### config.mk
export PLATFORM = sky130hd
export DESIGN_NAME = axi_burst_read_responder_flat
export DESIGN_NICKNAME = d
export VERILOG_FILES = /design/src/rtl/axi_burst_read_responder_if.sv /design/src/rtl/axi_burst_read_responder.sv /design/src/flat_wrapper.sv
export SDC_FILE = /design/constraint.sdc
export NUM_CORES = 1
export LEC_CHECK = 0
export CORE_MARGIN = 2
export CORE_UTILIZATION = 52
export CTS_CLUSTER_SIZE = 28
export DETAILED_ROUTE_END_ITERATION = 16
export HOLD_SLACK_MARGIN = 0.1
export PLACE_DENSITY_LB_ADDON = 0.25
export SYNTH_ARGS = -nofsm -noshare
export SYNTH_HDL_FRONTEND = slang
export SYNTH_SLANG_ARGS = --single-unit
### constraint.sdc
create_clock -name aclk -period 4.1 [get_ports aclk]
set_input_delay 0.82 -clock aclk [delete_from_list [all_inputs] [get_ports aclk]]
set_output_delay 0.82 -clock aclk [all_outputs]
set_load 0.05 [all_outputs]
### src/rtl/axi_burst_read_responder_if.sv
// axi_burst_read_responder_if: AXI4 read address and read data channels.
interface axi_burst_read_responder_if #(
    parameter int ADDR_WIDTH = 32,
    parameter int DATA_WIDTH = 64,
    parameter int ID_WIDTH   = 8
);
    logic [ID_WIDTH-1:0]   arid;
    logic [ADDR_WIDTH-1:0] araddr;
    logic [7:0]            arlen;
    logic [2:0]            arsize;
    logic [1:0]            arburst;
    logic                  arvalid;
    logic                  arready;
    logic [ID_WIDTH-1:0]   rid;
    logic [DATA_WIDTH-1:0] rdata;
    logic [1:0]            rresp;
    logic                  rlast;
    logic                  rvalid;
    logic                  rready;

    modport slave (
        input  arid, araddr, arlen, arsize, arburst, arvalid, rready,
        output arready, rid, rdata, rresp, rlast, rvalid
    );
    modport master (
        output arid, araddr, arlen, arsize, arburst, arvalid, rready,
        input  arready, rid, rdata, rresp, rlast, rvalid
    );
endinterface

### src/rtl/axi_burst_read_responder.sv
// axi_burst_read_responder: expands one AXI4 read burst at a time into per-beat
// reads of a 1-cycle-latency SRAM, returning data through a 2-entry R buffer.
module axi_burst_read_responder #(
    parameter int ADDR_WIDTH     = 32,
    parameter int DATA_WIDTH     = 64,
    parameter int ID_WIDTH       = 8,
    parameter int MEM_ADDR_WIDTH = 16,
    parameter int BYTES_LOG2     = 3
) (
    input  logic                      aclk,
    input  logic                      resetn,
    axi_burst_read_responder_if.slave axi,
    output logic [MEM_ADDR_WIDTH-1:0] mem_addr,
    output logic                      mem_rd_en,
    input  logic [DATA_WIDTH-1:0]     mem_rdata
);
    typedef enum logic {IDLE, BURST} state_t;

    state_t                state_q, state_d;
    logic [ID_WIDTH-1:0]   id_q, id_d;
    logic [ADDR_WIDTH-1:0] addr_q, addr_d, mask_q, mask_d, incr_addr, next_addr;
    logic [2:0]            size_q, size_d;
    logic [1:0]            burst_q, burst_d;
    logic                  wrap_q, wrap_d;
    logic [8:0]            rem_q, rem_d;
    logic                  inflight_q, inflight_last_q;
    logic [DATA_WIDTH:0]   fifo_q [2];
    logic                  wr_ptr_q, rd_ptr_q;
    logic [1:0]            occ_q;
    logic [DATA_WIDTH:0]   head;
    logic                  r_hs, push, pop, legal_wrap;

    assign legal_wrap = axi.arlen == 8'd1 || axi.arlen == 8'd3 || axi.arlen == 8'd7 || axi.arlen == 8'd15;
    assign r_hs       = axi.rvalid && axi.rready;
    assign pop        = occ_q != 2'd0 && axi.rready;
    // An empty buffer lets the returning word go straight out; it is still
    // captured if the initiator stalls so the R payload stays stable.
    assign push       = inflight_q && !(occ_q == 2'd0 && axi.rready);
    assign head       = occ_q != 2'd0 ? fifo_q[rd_ptr_q] : {inflight_last_q, mem_rdata};

    assign axi.arready = state_q == IDLE;
    assign axi.rvalid  = occ_q != 2'd0 || inflight_q;
    assign axi.rlast   = head[DATA_WIDTH];
    assign axi.rdata   = head[DATA_WIDTH-1:0];
    assign axi.rid     = id_q;
    assign axi.rresp   = burst_q == 2'd3 ? 2'b10 : 2'b00;

    assign mem_addr  = addr_q[BYTES_LOG2 +: MEM_ADDR_WIDTH];
    assign incr_addr = addr_q + (ADDR_WIDTH'(1) << size_q);
    assign next_addr = burst_q == 2'd0 ? addr_q
                     : wrap_q ? (addr_q & ~mask_q) | (incr_addr & mask_q) : incr_addr;
    // Buffered + in-flight beats after this cycle's pop must leave room for one more.
    assign mem_rd_en = state_q == BURST && rem_q != 9'd0
                     && (3'(occ_q) + 3'(inflight_q) - 3'(r_hs)) < 3'd2;

    always_comb begin
        state_d = state_q;
        id_d    = id_q;
        addr_d  = addr_q;
        mask_d  = mask_q;
        size_d  = size_q;
        burst_d = burst_q;
        wrap_d  = wrap_q;
        rem_d   = rem_q;
        if (state_q == IDLE && axi.arvalid) begin
            state_d = BURST;
            id_d    = axi.arid;
            addr_d  = axi.araddr;
            size_d  = axi.arsize;
            burst_d = axi.arburst;
            wrap_d  = axi.arburst == 2'd2 && legal_wrap;
            mask_d  = ((ADDR_WIDTH'(axi.arlen) + ADDR_WIDTH'(1)) << axi.arsize) - ADDR_WIDTH'(1);
            rem_d   = 9'(axi.arlen) + 9'd1;
        end
        if (state_q == BURST && r_hs && axi.rlast)
            state_d = IDLE;
        if (mem_rd_en) begin
            addr_d = next_addr;
            rem_d  = rem_q - 9'd1;
        end
    end

    always_ff @(posedge aclk) begin
        if (!resetn) begin
            state_q         <= IDLE;
            id_q            <= '0;
            addr_q          <= '0;
            mask_q          <= '0;
            size_q          <= '0;
            burst_q         <= '0;
            wrap_q          <= 1'b0;
            rem_q           <= '0;
            inflight_q      <= 1'b0;
            inflight_last_q <= 1'b0;
            wr_ptr_q        <= 1'b0;
            rd_ptr_q        <= 1'b0;
            occ_q           <= '0;
        end else begin
            state_q         <= state_d;
            id_q            <= id_d;
            addr_q          <= addr_d;
            mask_q          <= mask_d;
            size_q          <= size_d;
            burst_q         <= burst_d;
            wrap_q          <= wrap_d;
            rem_q           <= rem_d;
            inflight_q      <= mem_rd_en;
            inflight_last_q <= mem_rd_en && rem_q == 9'd1;
            wr_ptr_q        <= wr_ptr_q ^ push;
            rd_ptr_q        <= rd_ptr_q ^ pop;
            occ_q           <= occ_q + 2'(push) - 2'(pop);
        end
    end

    always_ff @(posedge aclk) begin
        if (push)
            fifo_q[wr_ptr_q] <= {inflight_last_q, mem_rdata};
    end
endmodule

### src/flat_wrapper.sv
// flat-port wrapper written by rule: the top's interface ports become plain ports
module axi_burst_read_responder_flat 
#(
    parameter int ADDR_WIDTH     = 32,
    parameter int DATA_WIDTH     = 64,
    parameter int ID_WIDTH       = 8,
    parameter int MEM_ADDR_WIDTH = 16,
    parameter int BYTES_LOG2     = 3
)
  (aclk, resetn, mem_addr, mem_rd_en, mem_rdata, axi_arid, axi_araddr, axi_arlen, axi_arsize, axi_arburst, axi_arvalid, axi_rready, axi_arready, axi_rid, axi_rdata, axi_rresp, axi_rlast, axi_rvalid);
  axi_burst_read_responder_if #(.ADDR_WIDTH(ADDR_WIDTH), .DATA_WIDTH(DATA_WIDTH), .ID_WIDTH(ID_WIDTH)) axi_i ();
  input  logic aclk;
  input  logic resetn;
  output logic [MEM_ADDR_WIDTH-1:0] mem_addr;
  output logic mem_rd_en;
  input  logic [DATA_WIDTH-1:0] mem_rdata;
  input wire logic [$bits(axi_i.arid)-1:0] axi_arid;
  input wire logic [$bits(axi_i.araddr)-1:0] axi_araddr;
  input wire logic [$bits(axi_i.arlen)-1:0] axi_arlen;
  input wire logic [$bits(axi_i.arsize)-1:0] axi_arsize;
  input wire logic [$bits(axi_i.arburst)-1:0] axi_arburst;
  input wire logic [$bits(axi_i.arvalid)-1:0] axi_arvalid;
  input wire logic [$bits(axi_i.rready)-1:0] axi_rready;
  output wire logic [$bits(axi_i.arready)-1:0] axi_arready;
  output wire logic [$bits(axi_i.rid)-1:0] axi_rid;
  output wire logic [$bits(axi_i.rdata)-1:0] axi_rdata;
  output wire logic [$bits(axi_i.rresp)-1:0] axi_rresp;
  output wire logic [$bits(axi_i.rlast)-1:0] axi_rlast;
  output wire logic [$bits(axi_i.rvalid)-1:0] axi_rvalid;
  assign axi_i.arid = axi_arid;
  assign axi_i.araddr = axi_araddr;
  assign axi_i.arlen = axi_arlen;
  assign axi_i.arsize = axi_arsize;
  assign axi_i.arburst = axi_arburst;
  assign axi_i.arvalid = axi_arvalid;
  assign axi_i.rready = axi_rready;
  assign axi_arready = axi_i.arready;
  assign axi_rid = axi_i.rid;
  assign axi_rdata = axi_i.rdata;
  assign axi_rresp = axi_i.rresp;
  assign axi_rlast = axi_i.rlast;
  assign axi_rvalid = axi_i.rvalid;
  axi_burst_read_responder #(.ADDR_WIDTH(ADDR_WIDTH), .DATA_WIDTH(DATA_WIDTH), .ID_WIDTH(ID_WIDTH), .MEM_ADDR_WIDTH(MEM_ADDR_WIDTH), .BYTES_LOG2(BYTES_LOG2)) u_core (.aclk(aclk), .resetn(resetn), .axi(axi_i), .mem_addr(mem_addr), .mem_rd_en(mem_rd_en), .mem_rdata(mem_rdata));
endmodule
## After elaboration in Yosys (flattened, before gate mapping)

Memories as Yosys holds them, arrays and structs flattened. A register that Yosys moved wholly into a read port is not among the register bits.
Index checks and enable logic that the tools add are counted.

- Reductions and logical operators: 23
- $add $sub $neg: 9
- Shift-type cells: 2
- Muxes and demuxes: 11
- $lt $le $gt $ge: 1
- Bitwise operators: 8
- Equality and inequality tests: 8

Operator list:

| operator | number |
|---|---|
| 32-bit 2-to-1 mux | 4 |
| 65-bit 2-to-1 mux | 1 |
| 32-bit bitwise AND | 2 |
| 32-bit adder | 1 |
| 32-bit inverter | 1 |
| 32-bit OR | 1 |
| 1-bit by 3-bit << shifter with 32-bit output (first input constant) | 1 |
| 32-bit by 3-bit << shifter with 32-bit output | 1 |
| 32-bit by 1-bit subtractor with 32-bit output (second input constant) | 1 |
| 8-bit by 1-bit adder with 9-bit output (second input constant) | 2 |
| 9-bit 2-to-1 mux | 2 |
| 1-bit logical AND | 11 |
| 9-bit by 1-bit equality test with 1-bit output (second input constant) | 1 |
| 9-bit nonzero test | 1 |
| 9-bit by 1-bit subtractor with 9-bit output (second input constant) | 1 |
| 8-bit by 1-bit equality test with 1-bit output (second input constant) | 1 |
| 8-bit by 2-bit equality test with 1-bit output (second input constant) | 1 |
| 8-bit by 3-bit equality test with 1-bit output (second input constant) | 1 |
| 8-bit by 4-bit equality test with 1-bit output (second input constant) | 1 |
| 2-bit equality test (second input constant) | 2 |
| 2-bit logical NOT | 2 |
| 1-bit logical OR | 4 |
| 2-bit nonzero test | 2 |
| 2-bit by 1-bit adder with 3-bit output | 1 |
| other kinds (12) | 16 |

- RAM bits: 130
- Memories kept: 1
- Bits of input ports: 121
- Logic and storage cells: 76
- Register bits after elaboration: 94

Memories:

| name | depth | width | read ports | clocked after Yosys merged registers in | write ports | line | RTL |
|---|---|---|---|---|---|---|---|
| u_core.fifo_q | 2 | 65 | 1 | 1 | 1 | axi_burst_read_responder.sv:27 | `logic [DATA_WIDTH:0] fifo_q [2];` |

## Longest topological paths before layout

Gate-level depths: netlist of the first run.

- Depth after elaboration: 8
- Gate-level depth with buffers: 17

## Worst setup path after synthesis of the first run

No wires, ideal clock.

- Kind: register -> output
- From: reg u_core.occ_q[1]
- To: out mem_rd_en
- Path slack: 175 ps
- Cell stages (with the launch flop): 12
- Data arrival time: 3105 ps
- Path buffers: 2
- Cell sequence: dfxtp_1 > nor2_1 > nand2_1 > and2_1 > ha_1 > nor2_1 > fa_1 > or3_1 > a21o_1 > buf_4 > inv_2 > buf_2

- Word-level cells in the longest chain between the ends: 6
- Elaborated cells on any way between the ends: 7

RTL lines:

| what | line | RTL |
|---|---|---|
| start: declaration | axi_burst_read_responder.sv:29 | `logic [1:0] occ_q;` |
| start signal: assignment | axi_burst_read_responder.sv:111 | `occ_q <= occ_q + 2'(push) - 2'(pop);` |
| 2-bit nonzero test | axi_burst_read_responder.sv:42 | `assign axi.rvalid = occ_q != 2'd0 \|\| inflight_q;` |
| 1-bit logical OR | axi_burst_read_responder.sv:42 |  |
| named net axi_rvalid | flat_wrapper.sv:29 | `output wire logic [$bits(axi_i.rvalid)-1:0] axi_rvalid;` |
| 1-bit logical AND | axi_burst_read_responder.sv:34 | `assign r_hs = axi.rvalid && axi.rready;` |
| 3-bit by 1-bit subtractor with 3-bit output | axi_burst_read_responder.sv:54 | `&& (3'(occ_q) + 3'(inflight_q) - 3'(r_hs)) < 3'd2;` |
| 3-bit by 2-bit less-than comparator with 1-bit output | axi_burst_read_responder.sv:54 |  |
| 1-bit logical AND | axi_burst_read_responder.sv:54 |  |
| end: declaration | flat_wrapper.sv:15 | `output logic mem_rd_en;` |

The timed path passes the listed nets, and every way through them passes these cells.

## Worst setup path after layout of the first run

- From: in axi_rready
- To: out mem_rd_en

- Word-level cells in the longest chain between the ends: 4

RTL lines:

| what | line | RTL |
|---|---|---|
| start: declaration | flat_wrapper.sv:23 | `input wire logic [$bits(axi_i.rready)-1:0] axi_rready;` |
| 1-bit logical AND | axi_burst_read_responder.sv:34 |  |
| 3-bit by 1-bit subtractor with 3-bit output | axi_burst_read_responder.sv:54 |  |
| 3-bit by 2-bit less-than comparator with 1-bit output | axi_burst_read_responder.sv:54 |  |
| 1-bit logical AND | axi_burst_read_responder.sv:54 |  |

Every way passes these cells.

==> results of run 1 <==
==> critical path, cell delays in order <==
cell,delay (ns)
clkdlybuf4s50_1,0.49
and2_1,0.17
ha_1,0.24
nor2_1,0.12
fa_1,0.41
or3_1,0.39
a21o_1,0.24
inv_4,0.14
buf_12,0.15
==> metal layers <==
metal,vias up,track usage [%]
met5,-,0
met4,0,8.26
met3,44,4.53
met2,285,40.0
met1,3818,31.3
li1,3948,-
==> metrics by stage <==
stage          setup WS, ns  hold WS [ns]  util, %  cells
3_3_place_gp         0.0954         0.432     65.2   1400
6_report              0.102         0.454     68.4   1431
3_5_place_dp         0.0682         0.444     65.2   1400
4_1_cts              0.0477         0.453     68.4   1431
5_1_grt             0.00195         0.465     68.4   1431
2_1_floorplan         0.175         0.425        -    993
==> cell usage after synthesis, drive strengths merged (5+ instances only) <==
library cell  count
a211oi            9
a21oi            68
a221oi            5
a22o              6
a31oi            14
and2              6
and3              6
buf              44
clkbuf           32
dfxtp            69
edfxtp          130
ha               18
inv              28
mux2i            74
nand2           147
nand3            16
nor2             63
nor2b             6
nor3             15
o211ai            8
o21a              9
o21ai           112
o22ai             5
or3               5
xnor2            14
xor2              6
==> power groups by stage <==
stage                     clock, uW  combinational [uW]  sequential, uW
final                          1710                4260            2530
after global routing           1810                4550            2550
after CTS                      1720                4280            2530
after detailed placement          0                4270            2570
after global placement            0                4210            2560
after floorplan                   0                3020            2490
==> what timing repair did <==
action                     CTS  global route
setup endpoints to repair    0             1
buffers inserted             0             0
gates resized for setup      0             1
==> how the worst max path moves through the flow <==
stage	end	slack, ns	depth (start not counted)
floorplan	mem_rd_en	0.18	11
global placement	mem_rd_en	0.1	9
detailed placement	mem_rd_en	0.07	9
CTS	mem_rd_en	0.05	9
global route	mem_rd_en	0.002	9
finish	mem_rd_en	0.10	9
==> cells in the final DEF (no fill, tap or decap), drive strengths merged, types with 6 or more instances in the layout <==
cell	instances
nor2b	6
clkbuf	17
o211ai	8
edfxtp	130
nand2	147
a22o	6
and2	6
a21oi	68
o21ai	112
clkdlybuf4s50	199
inv	34
and3	6
a31oi	14
buf	24
nor3	15
mux2i	74
xor2	6
ha	18
nand3	16
xnor2	14
o21a	9
a211oi	9
dfxtp	69
clkinv	8
nor2	63
==> cell type report <==
type	count	area (um2)
Timing Repair Buffer	223	2250
Sequential cell	199	5290
Clock inverter	14	179
Clock buffer	17	425
Inverter	29	111
Tap cell	260	325
Fill cell	1487	5960
Multi-Input combinational cell	689	4350
==> logic make-up (layout without fill, tap and decap cells) <==
kind of cell / after synthesis / in the layout / synth area share, %
compound gates: 282 / 282 / 17.4
xor+xnor: 20 / 20 / 1.99
fa+ha+maj: 20 / 20 / 2.62
buf+inv: 105 / 283 / 4.85
flops: 199 / 199 / 52.3
mux: 75 / 75 / 7.44
other cells: 1 / 1 / 0.0371
simple gates: 291 / 291 / 13.4
==> impl_metrics.json, run 1 <==
{
  "rows": 50,
  "portBuffers": 200,
  "slew_headroom_pct": 41.1,
  "num_vias": 8095,
  "top_level_ports": 215,
  "final-hold-violation-count": 0,
  "status": "completed",
  "r2r_slack_ns": 0.59,
  "swShare_pct": 45.0,
  "cellLeakagePower_uw": 0.00459,
  "dp_hpwl_um": 17400,
  "core_area_mm2": 0.0189,
  "initial_core_util_pct": 53.5,
  "r2r-start": "u_core.size_q[0]$_SDFFE_PN0P_",
  "stdcell_area_mm2": 0.0129,
  "synth.distinct_cells": 84,
  "dr.pass1.iters": 5,
  "startpoint": "axi_rready",
  "root_buffer": "clkbuf_16",
  "drc": 0,
  "pwr-share-seq_pct": 29.8,
  "clock_latency_ns": 0.44,
  "gr-total-overflow": 0,
  "start_kind": "input pin",
  "timing.fmax_mhz": 250,
  "synthCells": 993,
  "power.density_mw_per_mm2": 657,
  "path_clk_slew_ns": 0.07,
  "grt_pass1_vias": 7598,
  "yosysWarningCount": 0,
  "clock_power_share_pct": 20.1,
  "ir_drop_mv": 0.539,
  "dr_wl_met3_um": 1660,
  "wl_met1_um": 10800,
  "end_kind": "output pin",
  "cts_tree": "yes",
  "synth_area_mm2": 0.0101,
  "hold_buffers": 0,
  "crit_type": "input pin to output pin",
  "tightest_slew_ns": 0.861,
  "tns_ns": 0,
  "synth.avg_cell_area_um2": 10.2,
  "nets": 1300,
  "yosysTopAreaCell": "edfxtp_1",
  "cts_htree_levels": 4,
  "drt_iter0_markers": 518,
  "drive_gt1_share_pct": 7.69,
  "wl_per_cell_um": 17.4,
  "yosys-top-cells-area": "edfxtp_1 (39%), dfxtp_1 (14%), mux2i_1 (7.3%)",
  "maxCapViolCount": 0,
  "p_comb_share_pct": 50.2,
  "dieHeight_um": 143,
  "synth_edf_count": 130,
  "synthFlopType": "edfxtp_1",
  "p_total_uw": 8500,
  "cts.sinks": 199,
  "grt_pass1_wl_um": 38800,
  "fp.dieW_um": 143,
  "design.die.area_mm2": 0.0206,
  "grtUsageTotal_pct": 23.9,
  "drv_slew": 0,
  "hp-start": "u_core.mask_q[17]$_SDFFE_PN0P_",
  "yosysSeqAreaShare_pct": 52.3,
  "whs_endpoint": "u_core.mask_q[17]$_SDFFE_PN0P_",
  "fin_crit_sh_pct": 97.5,
  "synthArstFlopShare_pct": 0,
  "n_antenna_cell": 0,
  "antenna_found_initial": 0,
  "setup_viol": 0,
  "syn2layout_area_growth_pct": 27.9,
  "synth_top_area_share_pct": 38.6,
  "worstPathMaxFanout": 7,
  "crit_arrival_ns": 3.18,
  "cts_buffers": 17,
  "finClkSkew_ns": 0.0112,
  "final_antenna_net_count": 0,
  "cts_buffer_depth": 2,
  "switchingPower_uw": 3820,
  "met2WireLength_um": 11800,
  "finalWorstPathRequiredPeriod_ns": 4.00,
  "routed.top_layer": "met4",
  "rsz0062_at_grt": "no",
  "reg2reg_depth": 10,
  "cp.required_ns": 3.28,
  "intPower_uw": 4680,
  "min_path_type": "register to register",
  "wl_um": 24800,
  "place_area_mm2": 0.0123,
  "drt-vias-per-instance": 5.66,
  "grt_max_degree": 133,
  "hold_depth": 2,
  "syn-num-nets": 1134,
  "ys_ff_latch": 199,
  "gp_congestion": 0.919
}
Power figures use the tool's default switching activity.
==> inputs of run 2 (changes only) <==
Settings changed: ABC_AREA from default to 1, CORE_MARGIN 2 to default.
==> run 2 against run 1 <==
Sequential share of layout area shrank 1.3 points. Sequential cell count is the same. Clock skew grew 0.00084 ns. Cell count grew 19%. Cell area grew 3.2%. Count of clock-buffer cells in the layout grew 1. Clock power is essentially flat. Via count grew 11%. Wire length grew 1.5%. Worst setup slack gained 0.097 ns. Sequential power shrank 2%. Global-route usage grew 0.23 points. Critical path type unchanged. Critical endpoint unchanged.
==> impl_metrics.json, run 2 <==
{
  "mostFrequentLayoutCell": "nand2_1",
  "maxCapViolCount": 0,
  "fp.dieW_um": 145,
  "drv_slew": 0,
  "design.die.area_mm2": 0.0209,
  "yosysMostFrequentCell": "nand2_1",
  "final_antenna_net_count": 0,
  "tightest_slew_ns": 0.902,
  "rows": 51,
  "gp_congestion": 0.892,
  "numPlacedInstances": 1676,
  "synth_area_mm2": 0.0106,
  "synthCells": 1268,
  "cp_top_family": "buffers and inverters",
  "grtUsageTotal_pct": 24.2,
  "synth.distinct_cells": 50,
  "start_kind": "input pin",
  "worstPathCellList": "clkdlybuf4s50_1, inv_1, a21oi_1, ha_1, nor2_1, fa_1, a211oi_2, nand2_1, inv_1, buf_12",
  "synthFlopType": "edfxtp_1",
  "cts_buffer_depth": 2,
  "stdcell_area_mm2": 0.0134,
  "fin_crit_sh_pct": 95.1,
  "antenna_found_initial": 0,
  "drive_gt1_share_pct": 7.97,
  "crit_cells": 10,
  "drt_iter0_markers": 588,
  "slowest_stage": "clkdlybuf4s50_1",
  "power.density_mw_per_mm2": 637,
  "ys_ff_latch": 199,
  "mostFrequentLayoutCells": "nand2_1 (286), clkdlybuf4s50_1 (199), o21ai_0 (181)",
  "synth_edf_count": 130,
  "dp_hpwl_um": 17800,
  "cts_buffers": 17,
  "yosys-top-cells-area": "edfxtp_1 (37%), dfxtp_1 (13%), nand2_1 (10%)",
  "cellLeakagePower_uw": 0.00538,
  "core_area_mm2": 0.0197,
  "synthArstFlopShare_pct": 0,
  "num_vias": 8966,
  "reg2reg_depth": 16,
  "min_path_type": "register to register",
  "dieHeight_um": 145,
  "setup_viol": 0,
  "clock_latency_ns": 0.44,
  "grt_max_degree": 134,
  "post_cts_buffers": 0,
  "n_antenna_cell": 0,
  "nets": 1571,
  "portBuffers": 200,
  "yosysWarningCount": 0,
  "worstPathMaxFanout": 2,
  "synth_top_area_share_pct": 36.9,
  "crit_arrival_ns": 3.08,
  "whs_ns": 0.447,
  "dr.pass1.iters": 5,
  "top_level_ports": 215,
  "wl_per_cell_um": 14.8,
  "end_kind": "output pin",
  "gr-total-overflow": 0,
  "wl_um": 25200,
  "status": "completed",
  "ir_drop_mv": 0.564,
  "hold_depth": 1,
  "crit_buf_inv": 4,
  "grt_pass1_vias": 8238,
  "finClkSkew_ns": 0.0120,
  "final-hold-violation-count": 0,
  "tns_ns": 0,
  "crit_type": "input pin to output pin",
  "synth.avg_cell_area_um2": 8.33,
  "syn2layout_area_growth_pct": 26.3,
  "timing.fmax_mhz": 256,
  "slew_headroom_pct": 39.7,
  "root_buffer": "clkbuf_16",
  "cts_htree_levels": 4,
  "path_clk_slew_ns": 0.07,
  "cts_tree": "yes",
  "yosysSeqAreaShare_pct": 50.0,
  "rsz0062_at_grt": "no",
  "slowest_delay_ns": 0.49,
  "finalWorstPathRequiredPeriod_ns": 3.90,
  "drc": 0,
  "yosysTopAreaCell": "edfxtp_1",
  "p_total_uw": 8500,
  "final_cells": 1708,
  "initial_core_util_pct": 53.6,
  "ys_top_cells_by_count": "nand2_1 (286), o21ai_0 (181), inv_1 (153), edfxtp_1 (130), nor2_1 (71)",
  "place_area_mm2": 0.0127,
  "grt_pass1_wl_um": 39200,
  "syn-num-nets": 1409,
  "cts.sinks": 199,
  "worst_path_most_repeated_cell": "inv_1",
  "drt-vias-per-instance": 5.25,
  "cp.required_ns": 3.28
}
## run 2: cells by family after synthesis
family          count (synthesis)  synth area share [%]
compound gates                294                  14.8
xor+xnor                       16                  1.33
fa+ha+maj                      20                  2.51
buf+inv                       234                  9.33
flops                         199                  50.0
other cells                     1                0.0355
simple gates                  504                  21.9
## run 2: layer usage
metal  track usage, %  routed length [um]
met3             4.54                1730
met4             7.81                 397
met2             42.0               12300
met1             30.2               10800
met5                0                   0
## run 2: path summary, 6_finish.rpt
kind                         startpoint         to  slack (ns)
max reg2reg  u_core.occ_q[1]$_SDFF_PN0_   register        0.83
min reg2reg  u_core.rd_ptr_q$_SDFF_PN0_   register        0.45
min          u_core.rd_ptr_q$_SDFF_PN0_   register        0.45
max                          axi_rready  mem_rd_en        0.20
## run 2: area by class of cell
cell class                 count  area (um2)
inverter                     158         594
multi-input combinational    835        4310
fill                        1609        6370
clock buffer                  18         429
tap                          265         332
sequential                   199        5290
timing repair buffer         219        2220
clock inverter                14         176
## run 2: worst register-to-register path, cell delays in order (launching register included)
cell and delay (ns):
dfxtp_1 0.47, nor2_4 0.08, a21oi_1 0.18, ha_1 0.17
inv_1 0.05, fa_1 0.42, o21ai_0 0.23, a211oi_2 0.08
nand2_1 0.10, buf_4 0.33, nor2_1 0.12, nor2_4 0.39
inv_1 0.23, o21ai_1 0.12, inv_1 0.05, o21ai_1 0.11
nor2_1 0.05
## run 2: through the flow
step                      worst slack (ns)  utilization (%)
after global routing                0.0546             67.7
final                                0.199             67.7
after CTS                            0.122             67.7
after floorplan                      0.489                -
after global placement               0.154             64.6
after detailed placement            0.0788             64.6
## run 2: where the power goes
group	switching, uW	internal (uW)	leakage, uW
registers	165	2320	0.00174
clock network	826	880	0.000296
logic	2940	1370	0.00334
## run 2: timing repair
| item | CTS | global route |
|---|---|---|
| gates resized for setup | 0 | 1 |
| hold buffers | 0 | 0 |
| setup endpoints to repair | 0 | 1 |
